### src/rtl/sum4_operand_seq.sv
// -----------------------------------------------------------------------------
// sum4_operand_seq
//   Operand sequencer and result register for a W-bit ripple adder.
//   The block takes operand A, then operand B, from one shared bus using a
//   valid/ready handshake. It presents both operands to the adder as registers.
//   One cycle later it captures {carry, sum} and holds that result until the
//   consumer acknowledges it.
//
// Ports
//   clk        in   1      rising-edge clock
//   rst_n      in   1      asynchronous, active-low reset
//   dato       in   W      shared operand bus (A first, then B)
//   dato_valid in   1      dato carries an operand this cycle
//   dato_ready out  1      an operand is accepted this cycle (CAP_A/CAP_B)
//   op_a       out  W      registered operand A, drives adder A
//   op_b       out  W      registered operand B, drives adder B
//   suma_in    in   W      adder sum output
//   carry_in   in   1      adder carry output
//   resultado  out  W+1    registered {carry_in, suma_in}
//   res_valid  out  1      resultado valid, held until res_ack
//   res_ack    in   1      consumer has taken resultado
//   n_ops      out  CNT_W  completed (acknowledged) operations, wraps
// -----------------------------------------------------------------------------
module sum4_operand_seq #(
  parameter int W     = 4,
  parameter int CNT_W = 8
) (
  input  logic             clk,
  input  logic             rst_n,
  input  logic [W-1:0]     dato,
  input  logic             dato_valid,
  output logic             dato_ready,
  output logic [W-1:0]     op_a,
  output logic [W-1:0]     op_b,
  input  logic [W-1:0]     suma_in,
  input  logic             carry_in,
  output logic [W:0]       resultado,
  output logic             res_valid,
  input  logic             res_ack,
  output logic [CNT_W-1:0] n_ops
);

  typedef enum logic [1:0] {
    CAP_A = 2'd0,
    CAP_B = 2'd1,
    EVAL  = 2'd2,
    HOLD  = 2'd3
  } state_t;

  state_t           r_state;
  logic [W-1:0]     r_op_a;
  logic [W-1:0]     r_op_b;
  logic [W:0]       r_resultado;
  logic             r_res_valid;
  logic [CNT_W-1:0] r_n_ops;

  logic             w_ready;
  logic             w_xfer;

  // Ready is decoded from the state alone. An operand offered during
  // EVAL or HOLD is therefore refused, even when the ack arrives in the
  // same cycle. Such an operand is taken on the first cycle back in CAP_A.
  assign w_ready = (r_state == CAP_A) || (r_state == CAP_B);
  assign w_xfer  = dato_valid && w_ready;

  always_ff @(posedge clk or negedge rst_n) begin
    if (!rst_n) begin
      r_state     <= CAP_A;
      r_op_a      <= '0;
      r_op_b      <= '0;
      r_resultado <= '0;
      r_res_valid <= 1'b0;
      r_n_ops     <= '0;
    end else begin
      case (r_state)
        CAP_A: begin
          if (w_xfer) begin
            r_op_a  <= dato;
            r_state <= CAP_B;
          end
        end
        CAP_B: begin
          if (w_xfer) begin
            r_op_b  <= dato;
            r_state <= EVAL;
          end
        end
        EVAL: begin
          // The operands have been stable on the adder for one full cycle.
          r_resultado <= {carry_in, suma_in};
          r_res_valid <= 1'b1;
          r_state     <= HOLD;
        end
        HOLD: begin
          // When ack is held high, it completes only one operation. After
          // this the FSM sits in CAP_A, where ack has no effect.
          if (res_ack) begin
            r_res_valid <= 1'b0;
            r_n_ops     <= r_n_ops + 1'b1;
            r_state     <= CAP_A;
          end
        end
        default: r_state <= CAP_A;
      endcase
    end
  end

  assign dato_ready = w_ready;
  assign op_a       = r_op_a;
  assign op_b       = r_op_b;
  assign resultado  = r_resultado;
  assign res_valid  = r_res_valid;
  assign n_ops      = r_n_ops;

endmodule

### config.mk
export PLATFORM = sky130hd
export DESIGN_NAME = sum4_operand_seq
export DESIGN_NICKNAME = d
export VERILOG_FILES = /design/src/rtl/sum4_operand_seq.sv
export SDC_FILE = /design/constraint.sdc
export NUM_CORES = 1
export LEC_CHECK = 0
export ABC_AREA = 0
export BUFFER_PORTS_ARGS = -buffer_cell sky130_fd_sc_hd__buf_2
export CELL_PAD_IN_SITES_DETAIL_PLACEMENT = 0
export CELL_PAD_IN_SITES_GLOBAL_PLACEMENT = 2
export CORE_MARGIN = 2
export CORE_UTILIZATION = 30
export DETAILED_ROUTE_END_ITERATION = 8
export PLACE_DENSITY = 0.79
export SLEW_MARGIN = 20
export SYNTH_ARGS = -nofsm -noshare
export SYNTH_HDL_FRONTEND = slang
export SYNTH_SLANG_ARGS = --single-unit
### constraint.sdc
create_clock -name clk -period 2.1 [get_ports clk]
set_clock_uncertainty 0.2 [all_clocks]
set_input_delay 0.21 -clock clk [delete_from_list [all_inputs] [get_ports clk]]
set_output_delay 0.21 -clock clk [all_outputs]
set_load 0.05 [all_outputs]
After elaboration in Yosys (flattened, before gate mapping)

Cells that the tools add are included.

Add/subtract/negate cells: 1
$mul: 0
Div/mod/pow operators: 0
Reduce and logical (&&, ||, !) cells: 9
Multiplexer cells: 6
Bitwise operators: 0
Shift-type cells: 0
Eq/ne operators: 6
Order comparisons: 0

Operators with widths:

| operator                                                         | count |
|---|---|
| 8-bit by 1-bit adder with 8-bit output (second input constant)   | 1 |
| 2-bit case mux with 4 select lines                               | 1 |
| 2-bit AND reduction                                              | 4 |
| 2-bit 2-to-1 mux                                                 | 3 |
| 2-bit != test (second input constant)                            | 3 |
| 2-bit == test (second input constant)                            | 2 |
| 3-bit AND reduction                                              | 1 |
| 2-bit by 1-bit == test with 1-bit output (second input constant) | 1 |
| 2-bit zero test                                                  | 1 |
| 1-bit case mux with 2 select lines                               | 1 |
| 2-bit nonzero test                                               | 1 |
| 1-bit logical AND                                                | 1 |
| 1-bit logical OR                                                 | 1 |
| 1-bit 2-to-1 mux                                                 | 1 |

Input port bits: 13
Bits in registers: 24
Logic and storage cells: 28
Memory bits (writable): 0
Bits in latches: 0
Memories kept: 0
ROM bits: 0

Depth between registers and ports, before layout

Word-level depth: 5
Mapped depth: 5

Worst setup path before layout

Ideal clock, no wire load.

Path type: flip-flop to flip-flop
Start: reg r_n_ops[0] (netlist: n_ops[0])
End: reg r_n_ops[1] (netlist: n_ops[1])
Path slack: 0.571 ns
Buffers on the path: 0
Required time: 1.775 ns
Arrival: 1.204 ns
Cell stages (with the launch flop): 3
Cells stage by stage: dfrtp_1 ha_1 mux2_2

Word-level cells in the longest chain between the ends: 1

RTL lines:

| element                                | line | source |
|---|---|---|
| start: declaration                     | 55   | `logic [CNT_W-1:0] r_n_ops;` |
| start signal: assignment               | 99   | `r_n_ops <= r_n_ops + 1'b1;` |
| 8-bit by 1-bit adder with 8-bit output | 99   |  |

Every way passes these cells.
A chain may end at the register's enable or synchronous reset.

Worst setup path in the final report

Start: reg r_state[0]
End: out dato_ready

Word-level cells in the longest chain between the ends: 2
Elaborated cells on any way between the ends: 3
Classes of those cells: 1 x eq/ne; 2 x reduce/logical

RTL lines:

| element                                                                            | line | source |
|---|---|---|
| start: declaration                                                                 | 50   | `state_t r_state;` |
| start signal: assignment                                                           | 68   | `r_state <= CAP_A;` |
| start signal: assignment                                                           | 79   | `r_state <= CAP_B;` |
| start signal: assignment                                                           | 85   | `r_state <= EVAL;` |
| 2-bit by 1-bit == test with 1-bit output / 2-bit zero test (equally long branches) | 63   | `assign w_ready = (r_state == CAP_A) \|\| (r_state == CAP_B);` |
| 1-bit logical OR *                                                                 | 63   |  |
| end: declaration                                                                   | 32   | `output logic dato_ready,` |

Every way passes the cells marked *; elsewhere a longest branch is shown, timed or not.

==> results.md <==
- Of all nets on the critical path, the largest fanout is 3.
- After clock tree synthesis, the setup repair step added 0 buffers.
- Setup repair after global routing left no endpoint under its margin.
- The sort of element at the start of the critical path is a register.
- The final number of max-transition violations is 0.
- The first routing iteration left 3 violations.
- The synthesized netlist cell count is 75.
- The worst hold path belongs to the class in -> reg.
- TritonCTS built the clock tree.
- Clock-pin slew was measured on the worst setup and hold paths at ~0.13 ns.
- In this run the cell area of the synthesized design comes to a little over 0.001 mm2.
- The later pin in the worst-skew pair is clocked with a latency of just over 0.3 ns.
- The run finished with clean final reports.
- For this design, the sink count on the clock tree is 24.
- The average size of a mapped cell is approximately 14 um2.
- The number of nets handed over by synthesis was between 90 and 100.
- The tree is rooted in a clkbuf_4.
- Timing analysis after detailed placement gives a worst setup slack of between 0.4 and 0.5 ns.
- The first global-routing pass estimated about 3.3 mm of wire.
- For this run, design rule violations remaining after detail routing come to 0.
- Entering global routing, the biggest net connects 25 pins.
- By area, the combinational part of the netlist is dominated by multiplexers.
- The worst hold-check slack is between 0.03 and 0.04 ns.
- The number of failing hold endpoints at the final stage is 0.
- Dividing the detail-routed wire length by the instance count gives between 10 and 15 um.
- The fraction of layout instances using a drive strength above 1 is between 40% and 50%.
- In this run, distinct cell masters in the synthesized netlist total 16.
- By instance count, the leading cell after synthesis is dfrtp_1.
- The die is between 60 and 70 um tall.
- The width of the die is between 60 and 70 um.
- Once layout is done, the placed cells without fillers occupy 0.001381 mm2.
- The portion of the clock cycle consumed by the worst path in the final layout is between 80% and 90%.
- After detailed routing, the number of vias per cell comes to ~4.3.
- By count the netlist is led by dfrtp_1 (24), mux2_2 (14), xnor2_1 (7).
- The xor and xnor area share after synthesis is 6.005%.
- The total overflow left after global routing is 0.
- Counting flops with an async set or reset pin after synthesis yields a share of 100.0%.
- During placement, the flow inserted port buffers numbering 35.
- Measured in cells, the most critical reg-to-reg path has a length of 4.
- The arrival time at the worst endpoint is ~1.4 ns.
- Yosys mapped a number of flops with a built-in enable equal to 0.
- The final worst slack is approximately 0.25 ns.
- By area the synthesized netlist is led by dfrtp_1 (59%), mux2_2 (15%), ha_1 (6.1%).
- The critical path in this run is classified as reg -> out.
- The number of levels the H-tree was split into is 1.
- dfrtp_1 takes more of the synthesized area than any other cell.
- The fmax is between 0.5 and 0.6 GHz.
- In the final timing run, aggregate negative setup slack is 0 ns.
- The compound-gate portion of the synthesized area is 1.838%.
- The final weighted congestion of routability-driven global placement is around 0.72.
- The number of nets in the layout is ~140.
- The flop and latch count out of synthesis is 24.
- The half-perimeter wire length after detailed placement is approximately 1.4 mm.
- The total clock buffers created by CTS is 3.
- The final period demand of the worst path is roughly 1.9 ns.
- The final routed wirelength across all metal layers is approximately 1.9 mm.
- The final setup violation count is 0.
- The placed cell area is roughly 0.0012 mm2.
- The share of cell area taken by muxes after synthesis is about 18%.
- Of the total synthesized cell area, the portion taken by AND, OR, NAND and NOR gates is around 7.4%.
- The count of vias placed by the detailed router is 726.
- In this run the count of I/O pins placed on the die edge is 36.
- The actual transition at the worst max-transition pin is approximately 0.52 ns.
- The pre-antenna-repair detailed-routing pass consisted of 2 iterations.
- The layout has 331 filler cells.
- From synthesis to final layout, the design area changed by 35.29%.
- The core region area is 0.003311 mm2.
- The hold buffer count at cts is 11.
- Across the run, the number of max-cap violations was 0.
- The floorplan has 21 rows.
- At the worst endpoint, the required time is 1.69 ns.
- The die covers 0.003886 mm2.
- After clock tree synthesis, the repair step resized 0 gates.
- The initial utilization of the core area, before any placement, comes to 30.84%.
- Across every metal layer, demand over resource in global routing totals 10.90%.
- The number of antenna violations at the first check in global routing was 0.
- The share of Yosys cell area claimed by the top area cell type is between 50% and 60%.
- The antenna diode instance count is 0.
- The total of warnings raised by yosys is 0.
- Sequential elements use between 50% and 60% of the synthesized area.
- Once detail routing completed, the nets flagged for antenna violations numbered 0.
- Counting along the longest clock path gives a buffer depth of 2.
- The dominant register cell in the synthesized netlist is dfrtp_1.
- The number of global-route vias before repair is slightly above 700.
- STA classifies the critical path endpoint as a primary output.
- The instance count along the most critical hold path is 3.
- Measured against its own limit, the worst slew margin works out to between 60 and 70%.
- The adder and majority gate portion of the synthesized area is between 6 and 7%.
path summary, 6_finish.rpt:
check	start	endpoint	slack, ns
max	r_state[0]	dato_ready	0.25
min	dato_valid	r_state[0]	0.04
max reg2reg	r_state[1]	r_state[1]	0.46
min reg2reg	n_ops[7]	n_ops[7]	0.27
max in group asynchronous	rst_n	resultado[3]	1.16
min in group asynchronous	rst_n	n_ops[3]	0.19
flip-flops by register name, summed over array words and instances (netlist names):
name / flops
r_state: 2
n_ops: 8
resultado: 5
op_b: 4
op_a: 4
res_valid: 1
layout by cell type (no fill, tap or decap), drive strengths merged:
cell,synthesis,layout
buf,1,35
dfrtp,24,24
mux2,15,15
dlygate4sd3,0,11
xnor2,7,7
inv,5,5
ha,5,5
nand2,4,4
nand4,4,4
nor2,3,3
clkbuf,0,3
and3,2,2
o22ai,2,2
and2,1,1
nand3,1,1
mux2i,1,1
cells by family after synthesis:
family,count (synthesis)
AND/OR/NAND/NOR,15
buffers and inverters,6
multiplexers,16
XOR/XNOR,7
AO/OA/AOI/OAI,2
flip-flops,24
adder cells (fa/ha/maj),5
worst max-delay path, cell delays in order (launching register included):
cell and delay [ns]:
dfrtp_1 0.40, inv_1 0.09, ha_1 0.23, nor2_1 0.15, inv_1 0.06, buf_2 0.21
through the flow:
step           cells  utilization (%)
2_1_floorplan     75                -
3_3_place_gp     155            37.72
3_5_place_dp     155            37.72
4_1_cts          169            41.72
5_1_grt          169            41.72
6_report         169            41.72
routing by layer:
layer / routed length, um / GRT usage, % / vias to the layer above
met5: 0 / 0 / -
met4: 20 / 5.000 / 0
met3: 71 / 3.080 / 2
met2: 974 / 18.07 / 15
met1: 844 / 13.15 / 359
li1: - / - / 350
layout make-up:
class / count / area, um2 / area share, %
Multi-Input combinational cell: 45 / 396.6 / 28.71
Inverter: 5 / 18.77 / 1.359
Timing Repair Buffer: 46 / 285.3 / 20.65
Sequential cell: 24 / 600.6 / 43.48
Tap cell: 46 / 57.56 / 4.167
Clock buffer: 3 / 22.52 / 1.630
Power is not shown: default switching activity piles up to over one toggle a cycle in this logic, so the estimate is an artifact.
